[src/rtl/ysyx_22050019_axi_arb.sv]
// ysyx_22050019_axi_arb
//
// Shares one AXI-lite slave port between the instruction-fetch unit (read-only
// master) and the load/store unit (read/write master). Exactly one whole
// transaction is owned at a time. Owners are chosen round-robin when both
// masters contend, and handshakes are forwarded combinationally while owned.
//
// Ports
//   clk, rst_n            clock, asynchronous active-low reset
//   if_ar* / if_r*        IFU read address / read response channels
//   ls_ar* / ls_r*        LSU read address / read response channels
//   ls_aw* / ls_w* / ls_b* LSU write address / data / response channels
//   m_*                   shared slave-side AXI-lite channels
//   grant_o               current owner: 00 none, 01 IFU rd, 10 LSU rd, 11 LSU wr
module ysyx_22050019_axi_arb #(
    parameter int unsigned ADDR_W = 64,
    parameter int unsigned DATA_W = 64
) (
    input  logic                  clk,
    input  logic                  rst_n,
    // IFU read master
    input  logic                  if_arvalid_i,
    input  logic [ADDR_W-1:0]     if_araddr_i,
    output logic                  if_arready_o,
    output logic                  if_rvalid_o,
    output logic [DATA_W-1:0]     if_rdata_o,
    output logic [1:0]            if_rresp_o,
    input  logic                  if_rready_i,
    // LSU read/write master
    input  logic                  ls_arvalid_i,
    input  logic [ADDR_W-1:0]     ls_araddr_i,
    output logic                  ls_arready_o,
    output logic                  ls_rvalid_o,
    output logic [DATA_W-1:0]     ls_rdata_o,
    output logic [1:0]            ls_rresp_o,
    input  logic                  ls_rready_i,
    input  logic                  ls_awvalid_i,
    input  logic [ADDR_W-1:0]     ls_awaddr_i,
    output logic                  ls_awready_o,
    input  logic                  ls_wvalid_i,
    input  logic [DATA_W-1:0]     ls_wdata_i,
    input  logic [DATA_W/8-1:0]   ls_wstrb_i,
    output logic                  ls_wready_o,
    output logic                  ls_bvalid_o,
    output logic [1:0]            ls_bresp_o,
    input  logic                  ls_bready_i,
    // Shared slave port
    output logic                  m_arvalid_o,
    output logic [ADDR_W-1:0]     m_araddr_o,
    input  logic                  m_arready_i,
    input  logic                  m_rvalid_i,
    input  logic [DATA_W-1:0]     m_rdata_i,
    input  logic [1:0]            m_rresp_i,
    output logic                  m_rready_o,
    output logic                  m_awvalid_o,
    output logic [ADDR_W-1:0]     m_awaddr_o,
    input  logic                  m_awready_i,
    output logic                  m_wvalid_o,
    output logic [DATA_W-1:0]     m_wdata_o,
    output logic [DATA_W/8-1:0]   m_wstrb_o,
    input  logic                  m_wready_i,
    input  logic                  m_bvalid_i,
    input  logic [1:0]            m_bresp_i,
    output logic                  m_bready_o,
    // Owner indication
    output logic [1:0]            grant_o
);

    // State encoding doubles as the grant value.
    localparam logic [1:0] StIdle = 2'b00;
    localparam logic [1:0] StIfRd = 2'b01;
    localparam logic [1:0] StLsRd = 2'b10;
    localparam logic [1:0] StLsWr = 2'b11;

    logic [1:0] state_q, state_d;
    logic       last_owner_q, last_owner_d;  // 0 = IFU, 1 = LSU
    logic       ar_done_q, ar_done_d;
    logic       aw_done_q, aw_done_d;
    logic       w_done_q, w_done_d;

    logic if_req, ls_rd_req, ls_wr_req, ls_req;
    logic ar_hs, r_hs, aw_hs, w_hs, b_hs;

    assign if_req    = if_arvalid_i;
    assign ls_rd_req = ls_arvalid_i;
    assign ls_wr_req = ls_awvalid_i | ls_wvalid_i;
    assign ls_req    = ls_rd_req | ls_wr_req;

    assign ar_hs = m_arvalid_o & m_arready_i;
    assign r_hs  = m_rvalid_i & m_rready_o;
    assign aw_hs = m_awvalid_o & m_awready_i;
    assign w_hs  = m_wvalid_o & m_wready_i;
    assign b_hs  = m_bvalid_i & m_bready_o;

    assign grant_o = state_q;

    // Next-state: arbitration in idle, completion tracking while owned.
    always_comb begin
        state_d      = state_q;
        last_owner_d = last_owner_q;
        ar_done_d    = ar_done_q;
        aw_done_d    = aw_done_q;
        w_done_d     = w_done_q;
        unique case (state_q)
            StIdle: begin
                // IFU wins if it is alone or if the LSU owned the port last.
                if (if_req && (!ls_req || last_owner_q)) begin
                    state_d      = StIfRd;
                    last_owner_d = 1'b0;
                end else if (ls_req) begin
                    state_d      = ls_wr_req ? StLsWr : StLsRd;
                    last_owner_d = 1'b1;
                end
            end
            StIfRd, StLsRd: begin
                if (ar_hs) begin
                    ar_done_d = 1'b1;
                end
                if (r_hs) begin
                    state_d   = StIdle;
                    ar_done_d = 1'b0;
                end
            end
            StLsWr: begin
                if (aw_hs) begin
                    aw_done_d = 1'b1;
                end
                if (w_hs) begin
                    w_done_d = 1'b1;
                end
                if (b_hs) begin
                    state_d   = StIdle;
                    aw_done_d = 1'b0;
                    w_done_d  = 1'b0;
                end
            end
            default: begin
                state_d = StIdle;
            end
        endcase
    end

    // Channel routing: everything is zero unless the owner's path is selected.
    always_comb begin
        if_arready_o = 1'b0;
        if_rvalid_o  = 1'b0;
        if_rdata_o   = '0;
        if_rresp_o   = 2'b00;
        ls_arready_o = 1'b0;
        ls_rvalid_o  = 1'b0;
        ls_rdata_o   = '0;
        ls_rresp_o   = 2'b00;
        ls_awready_o = 1'b0;
        ls_wready_o  = 1'b0;
        ls_bvalid_o  = 1'b0;
        ls_bresp_o   = 2'b00;
        m_arvalid_o  = 1'b0;
        m_araddr_o   = '0;
        m_rready_o   = 1'b0;
        m_awvalid_o  = 1'b0;
        m_awaddr_o   = '0;
        m_wvalid_o   = 1'b0;
        m_wdata_o    = '0;
        m_wstrb_o    = '0;
        m_bready_o   = 1'b0;
        unique case (state_q)
            StIfRd: begin
                // Done flag blocks a second address beat if the master holds valid.
                m_arvalid_o  = if_arvalid_i & ~ar_done_q;
                m_araddr_o   = if_araddr_i;
                if_arready_o = m_arready_i & ~ar_done_q;
                if_rvalid_o  = m_rvalid_i;
                if_rdata_o   = m_rdata_i;
                if_rresp_o   = m_rresp_i;
                m_rready_o   = if_rready_i;
            end
            StLsRd: begin
                m_arvalid_o  = ls_arvalid_i & ~ar_done_q;
                m_araddr_o   = ls_araddr_i;
                ls_arready_o = m_arready_i & ~ar_done_q;
                ls_rvalid_o  = m_rvalid_i;
                ls_rdata_o   = m_rdata_i;
                ls_rresp_o   = m_rresp_i;
                m_rready_o   = ls_rready_i;
            end
            StLsWr: begin
                m_awvalid_o  = ls_awvalid_i & ~aw_done_q;
                m_awaddr_o   = ls_awaddr_i;
                ls_awready_o = m_awready_i & ~aw_done_q;
                m_wvalid_o   = ls_wvalid_i & ~w_done_q;
                m_wdata_o    = ls_wdata_i;
                m_wstrb_o    = ls_wstrb_i;
                ls_wready_o  = m_wready_i & ~w_done_q;
                ls_bvalid_o  = m_bvalid_i;
                ls_bresp_o   = m_bresp_i;
                m_bready_o   = ls_bready_i;
            end
            default: begin
            end
        endcase
    end

    // last_owner resets to LSU so the IFU wins the first contended grant.
    always_ff @(posedge clk or negedge rst_n) begin
        if (!rst_n) begin
            state_q      <= StIdle;
            last_owner_q <= 1'b1;
            ar_done_q    <= 1'b0;
            aw_done_q    <= 1'b0;
            w_done_q     <= 1'b0;
        end else begin
            state_q      <= state_d;
            last_owner_q <= last_owner_d;
            ar_done_q    <= ar_done_d;
            aw_done_q    <= aw_done_d;
            w_done_q     <= w_done_d;
        end
    end

endmodule

[config.mk]
export PLATFORM = sky130hd
export DESIGN_NAME = ysyx_22050019_axi_arb
export DESIGN_NICKNAME = d
export VERILOG_FILES = /design/src/rtl/ysyx_22050019_axi_arb.sv
export SDC_FILE = /design/constraint.sdc
export NUM_CORES = 1
export LEC_CHECK = 0
export CORE_AREA = 2 2 270 272
export CTS_CLUSTER_SIZE = 16
export DETAILED_ROUTE_END_ITERATION = 10
export DIE_AREA = 0 0 272 274
export GPL_ROUTABILITY_DRIVEN = 0
export MAX_ROUTING_LAYER = met4
export RECOVER_POWER = 100
export SLEW_MARGIN = 20
export SYNTH_ARGS = -nofsm -noshare
export SYNTH_HDL_FRONTEND = slang
export SYNTH_SLANG_ARGS = --single-unit
[constraint.sdc]
create_clock -name clk -period 4.3 [get_ports clk]
set_clock_uncertainty 0.15 [all_clocks]
set_input_delay 0.86 -clock clk [delete_from_list [all_inputs] [get_ports clk]]
set_output_delay 0.86 -clock clk [all_outputs]
set_load 0.03 [all_outputs]
==> results.cfg, run 1 <==
[sta]
period_needed_ps = 4010
maxSlewViolCount = 0
period_share = 0.9325
rsz0062_at_grt = no
max_freq_ghz = 0.2494
fin_ws_ps = 290.4
worstMarginPinSlew_ps = 994.4
setup_violations = 0
slew_headroom = 0.3370
tns_ps = 0
hold_violations = 0

[synthesis]
mappedNetlistArea_um2 = 3249
postSynthAreaPerCell_um2 = 6.525
synthMuxAreaShare = 0.003080
syn_inst = 498
synth_xor_area_frac = 0
synth_warnings = 0
synth_compound_area_frac = 0.1775
synth.area.top_cells = and2_1, a22oi_1, nor2b_1, clkbuf_1, dfrtp_1
synth_seq_cells = 6
synth_fa_ha_area_frac = 0.01925
synth_top_cell_area_share = 0.5275
ys_seq_area_frac = 0.04659
synth_top_family_by_area = simple AND/OR/NAND/NOR gates
yosys.area_share.simple = 0.6854
async_reset_ff_frac = 1.000
synth_ff_type = dfrtp_1
synth_edf_count = 0
synth_fp_nets = 849
synth_cell_type_count = 24
synth_top_cell_by_area = and2_1

[clock_tree]
cts_buffer_depth = 2
root_buffer = clkbuf_16
cts_tree = built
cts_buffers = 3
path_clk_slew_ps = 40
cts_max_level = 1
clock_latency_ps = 230
clkSinkCount = 6
postCtsSetupBuffers = 0
cts_hold_buf = 0
post_cts_resized = 0

[floorplan]
row_count = 99
die_area_um2 = 74530
pin_count = 694
initial_utilization = 0.04515
die_h_um = 274
core_area_um2 = 71970
dieWidth_um = 272

[final_layout]
layout_commonest_cell = clkdlybuf4s50_1
finalNetCount = 1508
final_cell_mix = clkdlybuf4s50_1, dlygate4sd3_1, and2_1, nor2b_1, a22oi_1
seq_area_um2 = 151.4
fin_util = 0.1598
syn_to_final_growth_pct = 254.0
fillerInstances = 8135
multi_input_area_um2 = 2878
drive_gt1_frac = 0.01817
stdcell_count = 2158

[drt]
detail_route.wl_per_cell_um = 19.39
drt-total-wl_mm = 41.84
drcViolationCount = 0
dr.pass1.iters = 4
vias_per_cell = 2.878
postRouteAntennaNets = 0
drtIter0Drc = 196
route.vias.total = 6210

[global_route]
grt_start_max_net_pins = 67
antenna_found_initial = 45
grt_util_all_layers = 0.1078
grt_pass1_vias = 6285
grt_overflow = 0
grt_pass1_wl_mm = 53.61

[worst_setup_path]
crit_slowest_cell = ha_1
rrSetupSlack_ps = 1460
rr_endpoint = grant_o[1]
cp-end-kind = output pin
cp_max_fo = 26
r2r.worst_path.cells = 7
crit_chain = ha_1, clkbuf_2, and2_1, clkdlybuf4s50_1
crit_required_ps = 3290
cp_slowest_stage_delay_ps = 850
start_kind = register
r2r_start = grant_o[1]
path_class = reg2out
worst_ep_arrival_time_ps = 3000

[hold_path]
min_path_type = reg2reg
whs_endpoint = last_owner_q
holdCritStartpoint = last_owner_q
holdPathStages = 2

[outcome]
status = finished, final reports clean

[pwr]
powerDensity_nw_per_um2 = 431.5
fin_total_pwr_mw = 4.963
seqPwrFrac = 0.023
comb_power_share = 0.945
p_leak_nw = 4.908
pwr-share-clk = 0.032
power.switching_mw = 2.871
swShare = 0.5784
cellInternalPower_mw = 2.093
ir_drop_uv = 238.5

[flow_run]
max-cap-violations = 0

[placement]
dp_hpwl_mm = 38.13
io_buffers = 693
dp_cells = 2111
pre_cts_ws_ps = 548.2
[power by group through the flow]
stage | clock [mW] | sequential, mW | combinational [mW]
3_5_place_dp | 0 | 0.121 | 5.08
4_1_cts | 0.164 | 0.121 | 5.10
2_1_floorplan | 0 | 0.126 | 2.72
6_report | 0.160 | 0.114 | 4.69
3_3_place_gp | 0 | 0.119 | 5.09
5_1_grt | 0.169 | 0.120 | 5.00
[routing by layer]
layer	wire (um)	global-route usage	vias to the layer above
li1	-	-	2997
met1	15900	0.1150	2758
met2	19890	0.1841	441
met3	5875	0.05885	14
met4	171	0.004338	0
met5	0	-	-
[cells by family (layout without fill, tap and decap cells)]
kind of cell	Yosys count	count (layout)
muxes	1	1
buffers and inverters	54	712
AOI/OAI and AO/OA	77	77
adders and majority gates	5	5
and+or+nand+nor	355	355
DFF	6	6
other	0	43
[state kept, by name, summed over array words and instances, names as in the netlist]
register / cells
grant_o: 2
last_owner_q: 1
w_done_q: 1
aw_done_q: 1
ar_done_q: 1
[area by class of cell]
| type | instances | area share |
|---|---|---|
| repair buffers | 706 | 0.6155 |
| multi-input cells | 438 | 0.2502 |
| well taps | 959 | 0.1043 |
| flip-flops and latches | 6 | 0.01316 |
| diodes | 43 | 0.009355 |
| clock buffers | 4 | 0.006853 |
| inverters | 2 | 0.0006527 |
[Yosys cell counts, types with 2 or more instances]
cell type	number
ha_1	5
nor2b_1	66
nand2_1	4
a32o_1	2
nand2b_1	2
a21oi_1	7
dfrtp_1	5
and3b_1	6
buf_2	12
a22oi_1	64
and2_1	274
clkbuf_1	37
inv_1	2
buf_1	2
[worst max path at each step]
stage	startpoint	endpoint	slack, ps
after floorplan	grant_o[0]	m_araddr_o[0]	1320
after global placement	grant_o[0]	m_araddr_o[42]	640
after detailed placement	grant_o[0]	m_araddr_o[34]	550
after CTS	grant_o[0]	m_araddr_o[34]	310
after global routing	grant_o[1]	m_awaddr_o[45]	70
final	grant_o[1]	m_wdata_o[57]	290
[critical path: cells and delay by family (launching register included)]
family / cells / cell delay (ps)
fa+ha+maj: 1 / 850
flops: 1 / 420
buf+inv: 2 / 1300
simple gates: 1 / 180
[per-stage QoR]
step | cell area [um^2] | hold slack (ps)
after detailed placement | 11360 | 332.3
after global placement | 11360 | 329.2
after CTS | 11440 | 339.0
after global routing | 11490 | 408.0
final | 11500 | 344.8
after floorplan | 3249 | 316.2
(Power assumes the default switching activity.)
==> inputs of run 2 (changes only) <==
--- a/config.mk
+++ b/config.mk
@@ -6,12 +6,14 @@
 export NUM_CORES = 1
 export LEC_CHECK = 0
 export CORE_AREA = 2 2 270 272
+export CTS_BUF_LIST = sky130_fd_sc_hd__clkbuf_2
 export CTS_CLUSTER_SIZE = 16
 export DETAILED_ROUTE_END_ITERATION = 10
 export DIE_AREA = 0 0 272 274
 export GPL_ROUTABILITY_DRIVEN = 0
 export MAX_ROUTING_LAYER = met4
 export RECOVER_POWER = 100
+export SETUP_SLACK_MARGIN = 0.5
 export SLEW_MARGIN = 20
 export SYNTH_ARGS = -nofsm -noshare
 export SYNTH_HDL_FRONTEND = slang
==> results.cfg, run 2 (synthesized netlist as in run 1, its figures left out) <==
[global_route]
grt_pass1_vias = 6294
grt_overflow = 0
grt_util_all_layers = 0.1082
grt_pass1_wl_mm = 53.76
antenna_found_initial = 45
grt_start_max_net_pins = 67

[floorplan]
pin_count = 694
die_area_um2 = 74530
dieWidth_um = 272
row_count = 99
core_area_um2 = 71970
die_h_um = 274
initial_utilization = 0.04515

[drt]
detail_route.wl_per_cell_um = 19.73
wl_met3_mm = 5.804
dr.max_layer_used = met4
route.vias.total = 6273
postRouteAntennaNets = 0
vias_per_cell = 2.899
drt-total-wl_mm = 42.70
drcViolationCount = 0
wl_met1_mm = 16.17
dr.pass1.iters = 4
drtIter0Drc = 172
wl_met2_mm = 20.52

[sta]
slew_headroom = 0.5379
rsz0062_at_grt = no
worstMarginPinSlew_ps = 696.1
max_freq_ghz = 0.2593
period_needed_ps = 3856
fin_ws_ps = 444.1
tns_ps = 0
maxSlewViolCount = 0
period_share = 0.8967
hold_violations = 0
setup_violations = 0

[worst_setup_path]
path_buf_inv = 3
cpLargestDelayFamily = buffers and inverters
start_kind = register
worst_ep_arrival_time_ps = 2850
crit_start = grant_o[0]
cp-end-kind = output pin
cp_slowest_stage_delay_ps = 760
crit_slowest_cell = dlygate4sd3_1
crit_chain = inv_1, ha_4, clkbuf_1, a22oi_1, nor2b_1, dlygate4sd3_1
cp_max_fo = 24
rrSetupSlack_ps = 1670
r2r_start = grant_o[0]
path_class = reg2out
crit_required_ps = 3290

[pwr]
cellInternalPower_mw = 2.116
powerDensity_nw_per_um2 = 438.5
power.switching_mw = 2.962
pwr-share-clk = 0.010
seqPwrFrac = 0.024
fin_total_pwr_mw = 5.077
comb_power_share = 0.965
p_leak_nw = 4.952
ir_drop_uv = 239.8
swShare = 0.5833

[final_layout]
largest_reg_flops = 2
drive_gt1_frac = 0.02498
syn_to_final_growth_pct = 256.4
finalNetCount = 1513
layout_commonest_cell = clkdlybuf4s50_1
final_cell_mix = clkdlybuf4s50_1, dlygate4sd3_1, and2_1, nor2b_1, a22oi_1

[clock_tree]
path_clk_slew_ps = 90
clkSinkCount = 6
cts_tree = built
cts_max_level = 1
cts_buffer_depth = 2
cts_buffers = 3
root_buffer = clkbuf_2
clock_latency_ps = 240

[outcome]
status = finished, final reports clean

[placement]
pre_cts_ws_ps = 548.2
dp_hpwl_mm = 38.13
io_buffers = 693

[flow_run]
max-cap-violations = 0

[hold_path]
min_path_type = reg2reg
holdCritStartpoint = last_owner_q
[run 2: changes by cell type in the layout (fill, tap and decap cells not counted), sizes merged]
cell           delta
clkdlybuf4s50     -5
dlygate4sd3       +5
buf               +4
clkbuf            +1
diode             +1
[run 2: power by group through the flow]
stage / combinational [mW] / sequential, mW / clock (mW)
global placement: 5.09 / 0.119 / 0
finish: 4.90 / 0.123 / 0.0532
floorplan: 2.72 / 0.126 / 0
detailed placement: 5.08 / 0.121 / 0
global route: 5.22 / 0.129 / 0.0609
CTS: 5.14 / 0.121 / 0.0575
[run 2: worst register-to-register path, cell delays in order (launching register included)]
cell	delay [ps]
dfrtp_1	490
inv_1	260
ha_4	400
clkbuf_1	400
mux2i_1	130
nor3b_1	410
a21oi_1	140
a21oi_1	170
[run 2: routing by layer]
metal | vias to the layer above | GRT usage
met5 | - | -
met4 | 0 | 0.004338
met3 | 14 | 0.05973
met2 | 442 | 0.1857
met1 | 2800 | 0.1144
li1 | 3017 | -
[run 2: stage by stage]
stage	cell area [um^2]	cells	util	hold WS, ps
after detailed placement	11360	2111	0.1578	332.3
after global routing	11560	2158	0.1607	416.9
final	11580	2164	0.1609	352.6
after CTS	11410	2116	0.1586	346.8
after floorplan	3249	498	-	316.2
after global placement	11360	2111	0.1578	329.2
[run 2: final timing paths]
check                           endpoint  cells after the start
setup / recovery           m_araddr_o[0]                      6
hold / removal              last_owner_q                      2
setup reg to reg               ar_done_q                      7
hold reg to reg             last_owner_q                      2
max in group asynchronous   last_owner_q                      1
min in group asynchronous      ar_done_q                      1
[run 2: area by class of cell]
| class | count | area, um^2 |
|---|---|---|
| fillers | 8130 | 60390 |
| repair buffers | 711 | 7158 |
| flip-flops and latches | 6 | 151.4 |
| inverters | 2 | 7.507 |
| multi-input cells | 438 | 2933 |
| diodes | 44 | 110.1 |
| well taps | 959 | 1200 |
| clock buffers | 4 | 20.02 |
[run 2: repair_timing]
| item | in CTS | in global routing |
|---|---|---|
| resized for setup | 3 | 1 |
| endpoints found under the setup margin | 26 | 53 |
| setup buffers | 1 | 4 |
| cloned | 0 | 0 |
| hold buffers | 0 | 0 |
| pin swaps | 0 | 1 |
==> inputs of run 3 (changes only) <==
--- a/config.mk
+++ b/config.mk
@@ -5,13 +5,16 @@
 export SDC_FILE = /design/constraint.sdc
 export NUM_CORES = 1
 export LEC_CHECK = 0
-export CORE_AREA = 2 2 270 272
+export CELL_PAD_IN_SITES_DETAIL_PLACEMENT = 1
+export CELL_PAD_IN_SITES_GLOBAL_PLACEMENT = 1
+export CORE_AREA = 2 2 268 270
 export CTS_BUF_LIST = sky130_fd_sc_hd__clkbuf_2
 export CTS_CLUSTER_SIZE = 16
 export DETAILED_ROUTE_END_ITERATION = 10
-export DIE_AREA = 0 0 272 274
+export DIE_AREA = 0 0 270 272
 export GPL_ROUTABILITY_DRIVEN = 0
 export MAX_ROUTING_LAYER = met4
+export PLACE_DENSITY_LB_ADDON = 0.1
 export RECOVER_POWER = 100
 export SETUP_SLACK_MARGIN = 0.5
 export SLEW_MARGIN = 20
==> constraint.sdc (replaced) <==
create_clock -name clk -period 4.9 [get_ports clk]
set_clock_uncertainty 0.15 [all_clocks]
set_input_delay 0.98 -clock clk [delete_from_list [all_inputs] [get_ports clk]]
set_output_delay 0.98 -clock clk [all_outputs]
set_load 0.03 [all_outputs]
==> results.cfg, run 3 (synthesized netlist as in run 1, its figures left out) <==
[outcome]
status = finished, final reports clean

[drt]
detail_route.wl_per_cell_um = 17.93
drt-total-wl_mm = 37.82
dr.pass1.iters = 4
drtIter0Drc = 158
drcViolationCount = 0
postRouteAntennaNets = 0
route.vias.total = 6025
vias_per_cell = 2.857

[final_layout]
fillerInstances = 8392
layout_commonest_cell = clkdlybuf4s50_1
drive_gt1_frac = 0.01561
final_cell_mix = clkdlybuf4s50_1, dlygate4sd3_1, and2_1, nor2b_1, a22oi_1
fin_area_um2 = 11330
largest_reg_flops = 2
syn_to_final_growth_pct = 248.7
finalNetCount = 1505

[floorplan]
dieWidth_um = 270
core_area_um2 = 70750
pin_count = 694
row_count = 98
initial_utilization = 0.04593
die_area_um2 = 73440
die_h_um = 272

[sta]
worstMarginPinSlew_ps = 820.2
rsz0062_at_grt = no
hold_violations = 0
fin_ws_ps = 579.4
maxSlewViolCount = 0
period_needed_ps = 4321
slew_headroom = 0.4532
tns_ps = 0
setup_violations = 0
max_freq_ghz = 0.2315
period_share = 0.8818

[clock_tree]
path_clk_slew_ps = 90
cts_tree = built
post_cts_resized = 0
clkSinkCount = 6
cts_buffer_depth = 2
cts_buffers = 3
root_buffer = clkbuf_2
clock_latency_ps = 240
cts_hold_buf = 0
cts_max_level = 1
postCtsSetupBuffers = 0

[global_route]
grt_util_all_layers = 0.09965
grt_pass1_vias = 6573
grt_pass1_wl_mm = 51.23
antenna_found_initial = 6
grt_overflow = 0
grt_start_max_net_pins = 87

[pwr]
powerDensity_nw_per_um2 = 382.0
ir_drop_uv = 184.5
p_leak_nw = 4.840
fin_total_pwr_mw = 4.328

[worst_setup_path]
worst_ep_arrival_time_ps = 3190
path_class = reg2out
crit_required_ps = 3770
cp_max_fo = 32
start_kind = register
cp-end-kind = output pin

[placement]
io_buffers = 693
pre_cts_ws_ps = 829.8
placed_area_um2 = 11330
dp_hpwl_mm = 32.73

[flow_run]
max-cap-violations = 0

[hold_path]
min_path_type = reg2reg
==> run 3: changes by cell type in the layout (fill, tap and decap cells not counted), sizes merged <==
cell / delta
buf: -10
clkdlybuf4s50: +16
diode: -38
dlygate4sd3: -14
==> run 3: metal layers <==
metal	GRT usage	share of wire	vias to the layer above
li1	-	-	2925
met1	0.09703	0.35	2758
met2	0.1960	0.56	336
met3	0.03156	0.078	6
met4	0.01155	0.0069	0
met5	-	0	-
==> run 3: path summary, 6_finish.rpt <==
check / start / to / slack, ps / cells after the start
max in group asynchronous: rst_n / last_owner_q / 3340 / 1
max reg2reg: grant_o[1] / grant_o[0] / 1910 / 7
max: grant_o[0] / m_araddr_o[50] / 580 / 5
min: last_owner_q / last_owner_q / 360 / 2
min in group asynchronous: rst_n / grant_o[0] / 940 / 1
min reg2reg: last_owner_q / last_owner_q / 360 / 2
==> run 3: stage by stage <==
step           hold WS (ps)  utilization  cells
2_1_floorplan         316.2            -    498
3_3_place_gp          346.3       0.1602   2099
6_report              362.5       0.1602   2109
4_1_cts               370.3       0.1604   2103
3_5_place_dp          350.9       0.1602   2099
5_1_grt               415.1       0.1601   2108
==> run 3: report_power, final <==
group	total (mW)	switching [mW]	internal (mW)	leakage, nW
registers	0.111	0.0338	0.0774	0.0722
logic	4.17	2.52	1.65	4.75
clock network	0.0463	0.0246	0.0217	0.0167
total	4.33	2.58	1.75	4.84
==> run 3: layout make-up <==
| cell class | count | area (um^2) | share of cell area |
|---|---|---|---|
| inverter | 2 | 7.507 | 0.0006625 |
| antenna | 6 | 15.01 | 0.001325 |
| sequential | 6 | 151.4 | 0.01336 |
| tap | 950 | 1189 | 0.1049 |
| multi-input combinational | 438 | 2903 | 0.2562 |
| clock buffer | 4 | 20.02 | 0.001767 |
| timing repair buffer | 703 | 7046 | 0.6218 |
==> run 3: worst max-delay path, cell delays in order (launching register included) <==
cell and delay (ps):
dfrtp_1 510, inv_1 150, ha_2 740, clkbuf_1 570, nor2b_1 200, dlygate4sd3_1 740
